--- config.mk ---
export PLATFORM = sky130hd
export DESIGN_NAME = debounce_lp
export DESIGN_NICKNAME = d
export VERILOG_FILES = /design/src/rtl/debounce_lp.sv
export SDC_FILE = /design/constraint.sdc
export NUM_CORES = 1
export LEC_CHECK = 0
export CORE_ASPECT_RATIO = 1.4
export CORE_MARGIN = 4
export CORE_UTILIZATION = 54
export CTS_CLUSTER_DIAMETER = 100
export DETAILED_ROUTE_END_ITERATION = 12
export GPL_TIMING_DRIVEN = 0
export PLACE_DENSITY = 0.83
export SLEW_MARGIN = 20
export SYNTH_ARGS = -nofsm -noshare
export SYNTH_HDL_FRONTEND = slang
export SYNTH_SLANG_ARGS = --single-unit
--- constraint.sdc ---
create_clock -name clk -period 3.61 [get_ports clk]
set_input_delay 0.9025 -clock clk [delete_from_list [all_inputs] [get_ports clk]]
set_output_delay 0.9025 -clock clk [all_outputs]
set_load 0.005 [all_outputs]
--- src/rtl/debounce_lp.sv ---
// Multi-channel switch debouncer: synchroniser, per-channel polarity, debounce,
// long-press detection and auto-repeat. All outputs are registered in the clk domain.
module debounce_lp #(
    parameter int            DW  = 2,
    parameter int            CW  = 16,
    parameter int            LW  = 24,
    parameter int            SW  = 2,
    parameter logic [DW-1:0] INV = '0
) (
    input  logic          clk,
    input  logic          rstn,
    input  logic          ena,
    input  logic [CW-1:0] len,
    input  logic [LW-1:0] lng,
    input  logic [LW-1:0] rpt,
    input  logic [DW-1:0] d_i,
    output logic [DW-1:0] d_o,
    output logic [DW-1:0] d_p,
    output logic [DW-1:0] d_n,
    output logic [DW-1:0] d_l,
    output logic [DW-1:0] d_r
);

    for (genvar gi = 0; gi < DW; gi++) begin : g_ch
        logic [SW-1:0] sync_q, sync_d;
        logic [CW-1:0] cnt_q, cnt_d;
        logic [LW-1:0] hcnt_q, hcnt_d;
        logic [LW-1:0] rcnt_q, rcnt_d;
        logic          lpd_q, lpd_d;
        logic          out_q, out_d;
        logic          p_q, p_d, n_q, n_d, l_q, l_d, r_q, r_d;
        logic          s;
        logic [LW:0]   hcnt_inc, rcnt_inc;

        assign s        = sync_q[SW-1] ^ INV[gi];
        // One bit wider so the saturated hold count still compares correctly.
        assign hcnt_inc = {1'b0, hcnt_q} + {{LW{1'b0}}, 1'b1};
        assign rcnt_inc = {1'b0, rcnt_q} + {{LW{1'b0}}, 1'b1};

        always_comb begin
            sync_d = {sync_q[SW-2:0], d_i[gi]};
            cnt_d  = cnt_q;
            hcnt_d = hcnt_q;
            rcnt_d = rcnt_q;
            lpd_d  = lpd_q;
            out_d  = out_q;
            p_d    = 1'b0;
            n_d    = 1'b0;
            l_d    = 1'b0;
            r_d    = 1'b0;
            if (!ena) begin
                cnt_d  = '0;
                hcnt_d = '0;
                rcnt_d = '0;
                lpd_d  = 1'b0;
            end else begin
                if (s == out_q) begin
                    cnt_d = '0;
                end else if (cnt_q >= len) begin
                    cnt_d = '0;
                    out_d = s;
                    p_d   = s;
                    n_d   = ~s;
                end else begin
                    cnt_d = cnt_q + CW'(1);
                end

                // Released, or releasing this cycle: no long/repeat activity.
                if (!out_q || n_d) begin
                    hcnt_d = '0;
                    rcnt_d = '0;
                    lpd_d  = 1'b0;
                end else begin
                    if (hcnt_q != {LW{1'b1}}) begin
                        hcnt_d = hcnt_inc[LW-1:0];
                    end
                    if ((lng != '0) && !lpd_q && (hcnt_inc >= {1'b0, lng})) begin
                        l_d   = 1'b1;
                        lpd_d = 1'b1;
                    end
                    if (lpd_q && (rpt != '0)) begin
                        if (rcnt_inc >= {1'b0, rpt}) begin
                            r_d    = 1'b1;
                            rcnt_d = '0;
                        end else begin
                            rcnt_d = rcnt_inc[LW-1:0];
                        end
                    end else begin
                        rcnt_d = '0;
                    end
                end
            end
        end

        always_ff @(posedge clk or negedge rstn) begin
            if (!rstn) begin
                sync_q <= {SW{INV[gi]}};
                cnt_q  <= '0;
                hcnt_q <= '0;
                rcnt_q <= '0;
                lpd_q  <= 1'b0;
                out_q  <= 1'b0;
                p_q    <= 1'b0;
                n_q    <= 1'b0;
                l_q    <= 1'b0;
                r_q    <= 1'b0;
            end else begin
                sync_q <= sync_d;
                cnt_q  <= cnt_d;
                hcnt_q <= hcnt_d;
                rcnt_q <= rcnt_d;
                lpd_q  <= lpd_d;
                out_q  <= out_d;
                p_q    <= p_d;
                n_q    <= n_d;
                l_q    <= l_d;
                r_q    <= r_d;
            end
        end

        assign d_o[gi] = out_q;
        assign d_p[gi] = p_q;
        assign d_n[gi] = n_q;
        assign d_l[gi] = l_q;
        assign d_r[gi] = r_q;
    end

endmodule

==> impl_metrics.yaml <==
drt:
  wl_per_cell_um: 17.4
  route.detailed.drc: 0
  drt_iter0_drc: 524
  first_pass_iters: 5
  routed_wirelength_mm: 26.2
  postRouteAntennaNets: 0
  vias_per_cell: 5.89
  dr_total_vias: 8888
place:
  dp_hpwl_mm: 18.8
  place_area_um2: 11300
  gp_congestion: 0.908
  place_ws_ns: -0.644
  port_buffers: 78
  place_inst: 1454
sta:
  slew_headroom: 0.490
  hold_viol_final: 0
  final.period_utilization: 0.995
  timing.setup.tns_ns: 0
  worst_pin_slew_ns: 0.757
  maxSlewViolCount: 0
  fmax_ghz: 0.278
  finalSetupViolations: 0
  fin_crit_ns: 3.59
  clock_skew_ns: 0.0126
  setup_slack_ns: 0.0176
  whs_ns: 0.349
clock_tree:
  clock_sinks: 144
  h-tree-depth: 4
  cts.path.max_buffers: 2
  root_buffer: "clkbuf_16"
  clkSlewWorstSetupHoldPaths_ns: 0.06
  cts_buffers: 17
  tritoncts: "yes"
  insertion_delay_ns: 0.43
critical_path:
  criticalPathCategory: "flop to flop"
  timing.rr.end: "g_ch[1].rcnt_q[1]"
  timing.critical_path.mode_cell: "buf_4"
  startpoint_type: "flop"
  crit_required_ns: 3.96
  crit_path_max_incr_delay_ns: 0.54
  worstSetupEndpointType: "flop"
  crit_path_top_delay_cell: "or4b_4"
  timing.reg2reg.setup_slack_ns: 0.02
  path_cells: "nand3_2 -> nor4_4 -> buf_4 -> buf_4 -> nand2_1 -> xnor2_1 -> ha_1 -> a211oi_1 -> o21bai_1 -> o21a_1 -> o22a_1 -> or4b_4 -> buf_6 -> buf_2 -> nor2_1"
  arrival_ns: 3.94
  critPathMaxFanout: 10
  reg2reg_from: "g_ch[1].rcnt_q[1]"
  reg2reg_depth: 15
layout:
  fin_area_um2: 12600
  final_core_util: 0.676
  synthToLayoutAreaGrowth_pct: 23.2
  drive_gt1_frac: 0.125
  final_cells: 1510
  fin_nets: 1458
  nFillCells: 1394
  antenna_cells: 0
global_routing:
  grt_start_max_net_pins: 79
  grt_pass1_vias: 8876
  grt_pass1_wl_mm: 40.2
  antenna_found_initial: 0
  grt_util_all_layers: 0.238
  overflow: 0
die:
  num_rows: 59
  start_util: 0.548
  dieArea_um2: 21200
  core_area_um2: 18600
  pin_count: 79
  die_y_um: 171
  die_w_um: 124
hold_path:
  min_from: "g_ch[0].sync_q[0]"
  whs_endpoint: "g_ch[0].sync_q[1]"
  min_path_type: "flop to flop"
  hold_depth: 0
synth:
  synth_top_family_by_area: "simple AND/OR/NAND/NOR gates"
  yosysWarnings: 0
  syn_inst: 1131
  yosysUniqueCellTypes: 56
  synth-xor-area-share: 0.103
  yosysSeqAreaShare: 0.353
  synth-edff-count: 0
  synth_compound_area_frac: 0.0997
  yosys.area_share.simple: 0.214
  async_flop_share: 1.00
  synthesis.area_um2: 10200
  synthAdderAreaFrac: 0.164
  synth_mux_area_frac: 0.00417
  ys_ff_latch: 144
  synth_fp_nets: 1334
  synth_ff_type: "dfrtp_1"
  syn_area_per_cell_um2: 9.02
status:
  run_status: "completed"
power:
  power.density_nw_per_um2: 296
  finalPower_mw: 3.72
  power_leakage_nw: 6.20
  vdd.ir_drop.worst_uv: 323
run:
  cap_violations: 0
[cells by family (layout without fill, tap and decap cells)]
group / after synthesis / count (layout)
DFF: 144 / 144
adders and majority gates: 134 / 134
xor gates and xnor gates: 120 / 120
muxes: 4 / 4
and+or+nand+nor: 419 / 419
buffers and inverters: 150 / 285
AOI/OAI and AO/OA: 160 / 160
[final cells by class]
cell class | count | area [µm²] | share of cell area
repair buffers | 106 | 1070 | 0.0849
multi-input cells | 837 | 6340 | 0.504
inverters | 122 | 458 | 0.0364
clock inverters | 8 | 131 | 0.0104
plain buffers | 27 | 189 | 0.0150
flip-flops and latches | 144 | 3610 | 0.287
well taps | 244 | 305 | 0.0243
clock buffers | 22 | 474 | 0.0377
[metal layers]
| metal | part of all wire | global-route usage | up-vias |
|---|---|---|---|
| met3 | 0.041 | 0.0397 | 117 |
| met1 | 0.38 | 0.261 | 4285 |
| met5 | 0 | 0 | - |
| met2 | 0.53 | 0.433 | 306 |
| li1 | - | - | 4180 |
| met4 | 0.048 | 0.125 | 0 |
[sequential cells by signal, indices dropped and copies added, names as in the netlist]
signal and cells:
g_ch.cnt_q 32, g_ch.l_q 2, g_ch.p_q 2, g_ch.out_q 2, g_ch.lpd_q 2, g_ch.hcnt_q 48, g_ch.rcnt_q 48, g_ch.n_q 2
g_ch.sync_q 4, g_ch.r_q 2
[power by group]
| part | switching, mW | internal [mW] |
|---|---|---|
| Clock | 0.685 | 1.14 |
| Sequential | 0.00538 | 1.62 |
| Combinational | 0.150 | 0.121 |
[placed cells by master, fill, tap and decap left out, types with 50 or more instances in the layout]
cell type / netlist / final
dfrtp_1: 144 / 141
ha_1: 134 / 131
inv_1: 122 / 122
nor2_1: 96 / 89
nand2_1: 78 / 77
clkdlybuf4s50_1: 0 / 77
a21oi_1: 71 / 71
xnor2_1: 67 / 57
nand3_1: 57 / 53
xor2_1: 53 / 50
[repair_timing]
item / CTS / global route
gates resized for setup: 18 / 66
buffers inserted: 6 / 19
pin swaps: 4 / 31
hold buffers: 0 / 0
gates cloned: 0 / 2
endpoints found under the setup margin: 47 / 72
[synthesized netlist by cell type (5+ instances only)]
cell type,instances,area share
dfrtp_1,144,0.35
ha_1,134,0.16
inv_1,122,0.045
nor2_1,96,0.035
nand2_1,78,0.029
a21oi_1,71,0.035
xnor2_1,67,0.058
nand3_1,57,0.028
xor2_1,53,0.045
nand4_1,41,0.025
and3_1,30,0.018
o21ai_0,27,0.013
nor3_1,25,0.012
nor2b_2,18,0.015
nor4_1,18,0.011
nor3b_1,17,0.013
clkbuf_1,14,0.0052
a211oi_1,13,0.0096
buf_4,10,0.0074
and4_1,8,0.0069
o21a_1,8,0.0059
and2_1,7,0.0043
a21o_1,5,0.0037
nor2b_1,5,0.0031
o21bai_1,5,0.0037
or2_2,5,0.0031
[critical path, delay by kind of cell (launching register included)]
kind            cells  cell delay, ns
flops               1            0.44
fa+ha+maj           1            0.19
xor+xnor            1            0.15
simple gates        5            1.31
compound gates      4            0.77
buf+inv             4            0.65
[how the worst max path moves through the flow]
stage / from / to / slack (ns) / cells after the start
6_report: g_ch[1].rcnt_q[1] / g_ch[1].rcnt_q[1] / 0.02 / 15
5_1_grt: g_ch[1].rcnt_q[1] / g_ch[1].rcnt_q[12] / -0.16 / 15
4_1_cts: g_ch[1].rcnt_q[0] / g_ch[1].rcnt_q[22] / 0.005 / 14
3_5_place_dp: g_ch[1].rcnt_q[0] / g_ch[1].rcnt_q[13] / -0.64 / 16
3_3_place_gp: rstn / g_ch[0].rcnt_q[17] / -4.20 / 1
2_1_floorplan: g_ch[1].rcnt_q[0] / g_ch[1].rcnt_q[10] / 0.03 / 16
(Power assumes the default switching activity.)
